File: src/rtl/eq_pkg.sv
// Shared types for the serial equality checker: FSM state encoding and default operand width.
package eq_pkg;

  typedef enum logic [1:0] {
    IDLE  = 2'd0,
    SHIFT = 2'd1,
    DONE  = 2'd2
  } state_t;

  localparam int CMP_WIDTH_DEFAULT = 8;

endpackage

File: src/rtl/eq_serial_cmp_if.sv
// Control, serial bit-pair handshake and result bus of the serial equality checker.
interface eq_serial_cmp_if
  import eq_pkg::*;
#(
  parameter int WIDTH = CMP_WIDTH_DEFAULT
);
  localparam int IDXW = $clog2(WIDTH);

  logic            start;
  logic            abort;
  logic            bit_valid;
  logic            a_bit;
  logic            b_bit;
  logic            bit_ready;
  logic            busy;
  logic            done;
  logic            aequalb;
  logic [IDXW-1:0] mismatch_idx;

  modport master (
    output start, abort, bit_valid, a_bit, b_bit,
    input  bit_ready, busy, done, aequalb, mismatch_idx
  );

  modport slave (
    input  start, abort, bit_valid, a_bit, b_bit,
    output bit_ready, busy, done, aequalb, mismatch_idx
  );

endinterface

File: src/rtl/eq_bit_cell.sv
// Per-pair XNOR-and-accumulate cell: match_acc stays 1 while every accepted pair has matched.
module eq_bit_cell
  import eq_pkg::*;
(
  input  logic clk,
  input  logic rst_n,
  input  logic a_bit,
  input  logic b_bit,
  input  logic en,
  input  logic clr,
  output logic match_acc
);

  always_ff @(posedge clk) begin
    if (!rst_n) begin
      match_acc <= 1'b1;
    end else if (clr) begin
      match_acc <= 1'b1;
    end else if (en) begin
      match_acc <= match_acc & ~(a_bit ^ b_bit);
    end
  end

endmodule

File: src/rtl/eq_serial_cmp.sv
// Serial equality checker: compares two WIDTH-bit words fed LSB first as bit pairs and
// reports equality plus the index of the first differing pair with a one-cycle done pulse.
module eq_serial_cmp
  import eq_pkg::*;
#(
  parameter int WIDTH = CMP_WIDTH_DEFAULT
) (
  input logic           clk,
  input logic           rst_n,
  eq_serial_cmp_if.slave bus
);

  localparam int              IDXW = $clog2(WIDTH);
  localparam logic [IDXW-1:0] LAST = IDXW'(WIDTH - 1);

  state_t          state;
  logic [IDXW-1:0] count;
  logic [IDXW-1:0] idx_cap;
  logic            match_acc;
  logic            accept;
  logic            pair_diff;
  logic            first_miss;
  logic            clr;

  // abort masks the handshake so a pair offered alongside it is never consumed
  assign bus.bit_ready = (state == SHIFT) && !bus.abort;
  assign accept        = bus.bit_valid && bus.bit_ready;
  assign pair_diff     = bus.a_bit ^ bus.b_bit;
  assign first_miss    = accept && pair_diff && match_acc;
  assign clr           = (state == IDLE) && bus.start && !bus.abort;

  eq_bit_cell u_cell (
    .clk       (clk),
    .rst_n     (rst_n),
    .a_bit     (bus.a_bit),
    .b_bit     (bus.b_bit),
    .en        (accept),
    .clr       (clr),
    .match_acc (match_acc)
  );

  always_ff @(posedge clk) begin
    if (!rst_n) begin
      state            <= IDLE;
      count            <= '0;
      idx_cap          <= '0;
      bus.busy         <= 1'b0;
      bus.done         <= 1'b0;
      bus.aequalb      <= 1'b0;
      bus.mismatch_idx <= '0;
    end else begin
      bus.done <= 1'b0;
      case (state)
        IDLE: begin
          if (clr) begin
            state    <= SHIFT;
            count    <= '0;
            bus.busy <= 1'b1;
          end
        end
        SHIFT: begin
          if (bus.abort) begin
            state    <= IDLE;
            bus.busy <= 1'b0;
          end else if (accept) begin
            if (first_miss) begin
              idx_cap <= count;
            end
            if (count == LAST) begin
              // last pair folds into the result directly so it is valid alongside done
              state            <= DONE;
              count            <= '0;
              bus.done         <= 1'b1;
              bus.aequalb      <= match_acc & ~pair_diff;
              bus.mismatch_idx <= first_miss ? count : (match_acc ? '0 : idx_cap);
            end else begin
              count <= count + 1'b1;
            end
          end
        end
        DONE: begin
          state    <= IDLE;
          bus.busy <= 1'b0;
        end
        default: begin
          state    <= IDLE;
          bus.busy <= 1'b0;
        end
      endcase
    end
  end

endmodule

File: src/flat_wrapper.sv
// flat-port wrapper written by rule: the top's interface ports become plain ports
module eq_serial_cmp_flat import eq_pkg::*;
#(
  parameter int WIDTH = CMP_WIDTH_DEFAULT
)
  (clk, rst_n, bus_start, bus_abort, bus_bit_valid, bus_a_bit, bus_b_bit, bus_bit_ready, bus_busy, bus_done, bus_aequalb, bus_mismatch_idx);
  eq_serial_cmp_if #(.WIDTH(WIDTH)) bus_i ();
  input logic clk;
  input logic rst_n;
  input wire logic [$bits(bus_i.start)-1:0] bus_start;
  input wire logic [$bits(bus_i.abort)-1:0] bus_abort;
  input wire logic [$bits(bus_i.bit_valid)-1:0] bus_bit_valid;
  input wire logic [$bits(bus_i.a_bit)-1:0] bus_a_bit;
  input wire logic [$bits(bus_i.b_bit)-1:0] bus_b_bit;
  output wire logic [$bits(bus_i.bit_ready)-1:0] bus_bit_ready;
  output wire logic [$bits(bus_i.busy)-1:0] bus_busy;
  output wire logic [$bits(bus_i.done)-1:0] bus_done;
  output wire logic [$bits(bus_i.aequalb)-1:0] bus_aequalb;
  output wire logic [$bits(bus_i.mismatch_idx)-1:0] bus_mismatch_idx;
  assign bus_i.start = bus_start;
  assign bus_i.abort = bus_abort;
  assign bus_i.bit_valid = bus_bit_valid;
  assign bus_i.a_bit = bus_a_bit;
  assign bus_i.b_bit = bus_b_bit;
  assign bus_bit_ready = bus_i.bit_ready;
  assign bus_busy = bus_i.busy;
  assign bus_done = bus_i.done;
  assign bus_aequalb = bus_i.aequalb;
  assign bus_mismatch_idx = bus_i.mismatch_idx;
  eq_serial_cmp #(.WIDTH(WIDTH)) u_core (.clk(clk), .rst_n(rst_n), .bus(bus_i));
endmodule
File: config.mk
export PLATFORM = sky130hd
export DESIGN_NAME = eq_serial_cmp_flat
export DESIGN_NICKNAME = d
export VERILOG_FILES = /design/src/rtl/eq_pkg.sv /design/src/rtl/eq_serial_cmp_if.sv /design/src/rtl/eq_bit_cell.sv /design/src/rtl/eq_serial_cmp.sv /design/src/flat_wrapper.sv
export SDC_FILE = /design/constraint.sdc
export NUM_CORES = 1
export LEC_CHECK = 0
export CAP_MARGIN = 10
export CORE_MARGIN = 2
export CORE_UTILIZATION = 51
export DETAILED_ROUTE_END_ITERATION = 6
export PLACE_DENSITY = 0.88
export SYNTH_ARGS = -nofsm -noshare
export SYNTH_HDL_FRONTEND = slang
export SYNTH_HIERARCHICAL = 1
export SYNTH_SLANG_ARGS = --single-unit
File: constraint.sdc
create_clock -name clk -period 5 [get_ports clk]
set_clock_uncertainty 0.15 [all_clocks]
set_input_delay 0.5 -clock clk [delete_from_list [all_inputs] [get_ports clk]]
set_output_delay 0.5 -clock clk [all_outputs]
set_load 0.005 [all_outputs]
==> flow_summary_export.csv, run 1 <==
group,metric,value,unit
yosys,synthFlopType,"dfxtp_1",
setup_path,reg2reg_slack,3.30,ns
setup_path,required,4.35,ns
yosys,synth_common_cells,"dfxtp_1, nand2_1, a21oi_1, inv_1, nor3_1",
timing,period_needed,2.73,ns
layout,fin_area,845,um2
floorplan,core-area,0.00127,mm2
layout,n_fill_cell,117,
grt,grt_pass1_wl,2240,um
routing,avgRoutedWirePerCell,12.5,um
floorplan,pin_count,14,
setup_path,critPathLaunch,"bus_abort",
place,portBuffers,13,
power,power.total,0.206,mW
place,post-place-ws,2.28,ns
timing,fin_ws,2.27,ns
setup_path,worstPathArrival,2.08,ns
timing,finalHoldViolations,0,
timing,period_share,0.546,
cts,cts_max_level,1,
yosys,ys_warn_count,6,
layout,fin_nets,101,
outcome,status,"complete, no violations",
cts,cts_buffers,3,
timing,rsz0062_at_grt,"no",
grt,grt_pass1_vias,539,
run,max_cap_violations,0,
setup_path,end_kind,"output pin",
floorplan,die_y,40.6,um
yosys,syn_avg_cell_area,8.86,um2
timing,drv_slew,0,
timing,slew_headroom,0.738,
cts,cts_tree,"built",
hold_path,hold_path_class,"reg -> reg",
timing,whs,0.319,ns
setup_path,r2r_cells,3,
grt,grt_max_degree,12,
grt,grt_usage,0.208,
power,max-vdd-ir-drop,137,uV
yosys,synth-compound-area-share,0.194,
cts,clk_pin_slew_worst_paths,0.08,ns
cts,post_cts_buffers,0,
floorplan,rows,13,
yosys,yosysMostFrequentCell,"dfxtp_1",
routing,wirelength,1330,um
yosys,async_flop_share,0,
cts,clk_latency,0.27,ns
setup_path,slowest_stage,"clkdlybuf4s50_1",
timing,fmax,366,MHz
power,p_comb_frac,0.090,
yosys,yosys.area_share.simple,0.251,
power,p_sw,0.0449,mW
setup_path,regToRegEndpoint,"u_core/bus.mismatch_idx[1]",
setup_path,start_kind,"input pin",
yosys,synth_area_leaders,"dfxtp_1, nand2_1, a21oi_1",
yosys,synth_top_family_by_area,"simple AND/OR/NAND/NOR gates",
yosys,synthAdderAreaFrac,0.0367,
power,seq_power_share,0.592,
power,switching_share,0.218,
grt,antenna_found_initial,0,
place,detailed_place_hpwl,1020,um
layout,diodes,0,
place,placedCellCount,102,
timing,tightest_slew,0.383,ns
layout,syn2layout_area_growth,23.9,%
yosys,synth_top_cell_by_area,"dfxtp_1",
routing,routed_via_density,5.50,
cts,hold_buffers,0,
setup_path,path_cells,"clkdlybuf4s50_1, or3b_1, clkinv_1, clkdlybuf4s50_1",
routing,num_vias,583,
setup_path,regToRegStartpoint,"u_core/state[0]",
power,total_leakage_power,0.301,nW
cts,clockBufferDepth,2,
cts,clock-sinks,15,
place,gp_congestion,0.771,
yosys,syn-num-nets,86,
grt,gr-total-overflow,0,
cts,cts_root_buffer,"clkbuf_4",
power,p_int,0.161,mW
cts,cts_resized,0,
setup_path,crit_top_cell,"clkdlybuf4s50_1",
timing,setup_viol,0,
yosys,synth-edff-count,0,
yosys,synth.area.mux_share,0,
yosys,ys_seq_area_frac,0.440,
setup_path,path_class,"in -> out",
timing,fin_setup_tns,0,ns
power,clkPwrFrac,0.318,
routing,drcViolationCount,0,
routing,dr.pass1.iters,4,
yosys,syn-instance-count,77,
yosys,synth.top_cell.area_share,0.440,
routing,drt_iter0_drc,14,
setup_path,critical_path.endpoint,"bus_bit_ready",
yosys,yosys.cell_types.count,31,
place,placed_area,818,um2
layout,drive_gt1_frac,0.0440,
yosys,synth_seq_cells,15,
floorplan,initial_core_util,0.537,
floorplan,die-area,0.00165,mm2
yosys,syn_area,682,um2
yosys,yosys.area_share.xor_xnor,0.0257,
power,p_per_area,244,mW/mm2
layout,layout.cells.non_filler,106,
routing,ant_nets,0,
layout,fin_util,0.666,
setup_path,cp_max_fo,7,
setup_path,crit_path_max_incr_delay,0.50,ns
floorplan,fp.dieW,40.6,um
[metal layers]
metal	part of all wire	global-route usage
met1	0.47	0.249
met2	0.47	0.341
met3	0.044	0.0500
met4	0.011	0.100
met5	0	0
[how the worst min path moves through the flow]
stage	depth (start not counted)	endpoint	slack, ns	startpoint
2_1_floorplan	2	u_core/idx_cap[1]	0.29	u_core/idx_cap[1]
3_3_place_gp	2	u_core/idx_cap[0]	0.31	u_core/idx_cap[0]
3_5_place_dp	2	u_core/idx_cap[1]	0.31	u_core/idx_cap[1]
4_1_cts	2	u_core/idx_cap[1]	0.32	u_core/idx_cap[1]
5_1_grt	2	u_core/bus.aequalb	0.35	u_core/bus.aequalb
6_report	2	u_core/idx_cap[1]	0.32	u_core/idx_cap[1]
[cell type report]
type	count	area, um2	share of cell area
Clock buffer	4	26.3	0.0311
Inverter	6	22.5	0.0267
Multi-Input combinational cell	53	347	0.410
Sequential cell	15	300	0.356
Tap cell	15	18.8	0.0222
Timing Repair Buffer	13	130	0.154
[worst max-delay path, delay by kind of cell]
kind	cells	cell delay, ns
buffers and inverters	3	1.09
AND/OR/NAND/NOR	1	0.49
[cell usage in the layout, fill, tap and decap left out]
cell type,synthesis,layout
a2111oi_0,1,1
a211o_1,2,2
a21oi_1,6,6
a311oi_1,1,1
a41oi_1,1,1
and2_1,1,1
clkbuf_1,2,1
clkbuf_4,0,3
clkdlybuf4s50_1,0,13
clkinv_1,1,1
dfxtp_1,15,15
ha_1,2,2
inv_1,5,5
nand2_1,9,9
nand2b_1,2,2
nand3_1,3,3
nand4_1,1,1
nand4b_1,2,2
nand4bb_1,1,1
nor2_1,3,3
nor2b_1,1,1
nor3_1,5,5
nor3b_1,1,1
o21ai_0,1,1
o21bai_1,1,1
o221a_1,2,2
o22ai_1,1,1
o2bb2ai_1,2,2
or3b_1,1,1
or4b_2,1,1
xnor2_1,1,1
xor2_1,1,1
[power by group through the flow]
stage,Clock [mW],Sequential (mW),Combinational (mW)
final,0.0655,0.122,0.0184
after global routing,0.0746,0.122,0.0204
after CTS,0.0670,0.122,0.0183
after detailed placement,0,0.125,0.0182
after global placement,0,0.125,0.0178
after floorplan,0,0.125,0.00894
[state kept, by name (all words and copies together) (netlist names)]
| signal | cells |
|---|---|
| u_core/bus.aequalb | 1 |
| u_core/u_cell/match_acc | 1 |
| u_core/state | 2 |
| u_core/idx_cap | 3 |
| u_core/bus.mismatch_idx | 3 |
| u_core/bus.busy | 1 |
| u_core/bus.done | 1 |
| u_core/count | 3 |
[cells by family (layout without fill, tap and decap cells)]
kind of cell,after synthesis,after routing
buffers and inverters,9,23
XOR/XNOR,2,2
flip-flops,15,15
AND/OR/NAND/NOR,31,31
AO/OA/AOI/OAI,18,18
adder cells (fa/ha/maj),2,2
Power figures use the tool's default switching activity.
==> run 2, diff against run 1 <==
CORE_UTILIZATION = 48   (was 51)
PLACE_DENSITY = 0.84   (was 0.88)
clock period = 2.8 ns   (was 5 ns; I/O delays follow)
==> run 2 against run 1 <==
Net effect: via count grew 6.5%; final cell count did not move; clock power up 82%; largest cell class unchanged; largest power group unchanged.
==> flow_summary_export.csv, run 2 (synthesis gave the netlist of run 1 again) <==
group,metric,value,unit
outcome,status,"complete, no violations",
timing,whs,0.322,ns
routing,drt_iter0_drc,19,
setup_path,cp_max_fo,7,
layout,fin_nets,101,
setup_path,end_kind,"output pin",
power,p_sw,0.0820,mW
layout,final_cell_mix,"dfxtp_1, clkdlybuf4s50_1, nand2_1, a21oi_1",
layout,fin_area,845,um2
place,gp_congestion,0.737,
place,placed_area,818,um2
timing,setup_viol,0,
setup_path,regToRegEndpoint,"u_core/bus.mismatch_idx[0]",
setup_path,cp_top_family,"buffers and inverters",
setup_path,slowest_stage,"clkdlybuf4s50_1",
routing,ant_nets,0,
setup_path,critical_path.endpoint,"bus_bit_ready",
routing,drcViolationCount,0,
floorplan,initial_core_util,0.518,
setup_path,required,2.37,ns
power,p_comb_frac,0.087,
setup_path,r2r_cells,4,
grt,gr-total-overflow,0,
cts,clk_latency,0.28,ns
cts,clockBufferDepth,2,
grt,antenna_found_initial,0,
grt,grt_max_degree,12,
cts,cts_max_level,1,
cts,hold_buffers,0,
layout,top_regs,"u_core/bus.mismatch_idx (3), u_core/count (3), u_core/idx_cap (3)",
floorplan,fp.dieW,41.7,um
setup_path,crit_top_cell,"clkdlybuf4s50_1",
layout,fin_util,0.641,
run,max_cap_violations,0,
routing,avgRoutedWirePerCell,12.2,um
setup_path,reg2reg_slack,1.07,ns
setup_path,start_kind,"input pin",
power,clkPwrFrac,0.323,
floorplan,core-area,0.00132,mm2
cts,cts_resized,0,
routing,routed_via_density,5.86,
timing,period_share,0.811,
place,detailed_place_hpwl,1020,um
layout,n_fill_cell,120,
routing,wirelength,1290,um
timing,period_needed,2.27,ns
setup_path,path_cells,"clkdlybuf4s50_1, or3b_1, clkinv_1, clkdlybuf4s50_1",
timing,drv_slew,0,
floorplan,die_y,41.7,um
cts,cts_root_buffer,"clkbuf_4",
floorplan,rows,13,
place,portBuffers,13,
cts,cts_tree,"built",
cts,post_cts_buffers,0,
grt,grt_usage,0.164,
routing,dr.pass1.iters,5,
setup_path,worstPathArrival,1.84,ns
power,seq_power_share,0.589,
timing,tightest_slew,0.385,ns
setup_path,crit_cells,4,
setup_path,regToRegStartpoint,"u_core/state[0]",
power,p_int,0.288,mW
grt,grt_pass1_wl,2210,um
routing,num_vias,621,
layout,syn2layout_area_growth,23.9,%
cts,clk_pin_slew_worst_paths,0.08,ns
power,total_leakage_power,0.301,nW
floorplan,die-area,0.00174,mm2
setup_path,crit_path_max_incr_delay,0.50,ns
hold_path,min-delay-start,"u_core/idx_cap[2]",
timing,fmax,440,MHz
timing,slew_headroom,0.741,
timing,rsz0062_at_grt,"no",
layout,final_common_cell,"dfxtp_1",
power,p_per_area,438,mW/mm2
timing,finalHoldViolations,0,
timing,fin_setup_tns,0,ns
layout,drive_gt1_frac,0.0440,
power,max-vdd-ir-drop,234,uV
setup_path,path_class,"in -> out",
cts,clock-sinks,15,
layout,diodes,0,
setup_path,cp_num_buf_inv,3,
power,switching_share,0.222,
setup_path,critPathLaunch,"bus_abort",
grt,grt_pass1_vias,543,
cts,cts_buffers,3,
floorplan,pin_count,14,
hold_path,hold_path_class,"reg -> reg",
==> run 2: cell counts in the layout (fill, tap and decap cells not counted) <==
Identical to the previous run, type by type.
==> run 2: worst min-delay path by stage <==
stage	end	slack, ns	depth (start not counted)
after CTS	u_core/idx_cap[2]	0.32	2
after global routing	u_core/idx_cap[0]	0.35	2
after detailed placement	u_core/idx_cap[2]	0.31	2
after global placement	u_core/idx_cap[0]	0.31	2
final	u_core/idx_cap[2]	0.32	2
after floorplan	u_core/state[0]	0.22	1
==> run 2: cell type report <==
| cell class | count | area, um2 | area share |
|---|---|---|---|
| Multi-Input combinational cell | 53 | 347 | 0.410 |
| Sequential cell | 15 | 300 | 0.356 |
| Timing Repair Buffer | 13 | 130 | 0.154 |
| Clock buffer | 4 | 26.3 | 0.0311 |
| Inverter | 6 | 22.5 | 0.0267 |
| Tap cell | 15 | 18.8 | 0.0222 |
==> run 2: tightest hold or removal path: cells and delay by family, from the launching register on <==
family / cells / cell delay (ns)
flops: 1 / 0.32
simple gates: 1 / 0.05
compound gates: 1 / 0.06
==> run 2: stage by stage <==
stage                     power (mW)  setup slack, ns  std cells
after floorplan                0.238             1.21         77
after global placement         0.255            0.557        102
after detailed placement       0.255            0.533        102
after CTS                      0.374            0.530        106
after global routing           0.391            0.414        106
final                          0.370            0.529        106
==> run 2: power by group through the flow <==
| stage | clock [mW] | sequential, mW | combinational [mW] |
|---|---|---|---|
| final | 0.119 | 0.218 | 0.0323 |
| after global routing | 0.137 | 0.218 | 0.0361 |
| after CTS | 0.123 | 0.218 | 0.0325 |
| after detailed placement | 0 | 0.223 | 0.0324 |
| after global placement | 0 | 0.223 | 0.0319 |
| after floorplan | 0 | 0.222 | 0.0160 |
==> run 2: routing by layer <==
metal / GRT usage / share of wire / vias to the layer above
met5: 0 / 0 / -
met4: 0.0968 / 0.017 / 0
met3: 0.0261 / 0.057 / 6
met2: 0.269 / 0.47 / 27
met1: 0.202 / 0.45 / 279
li1: - / - / 309
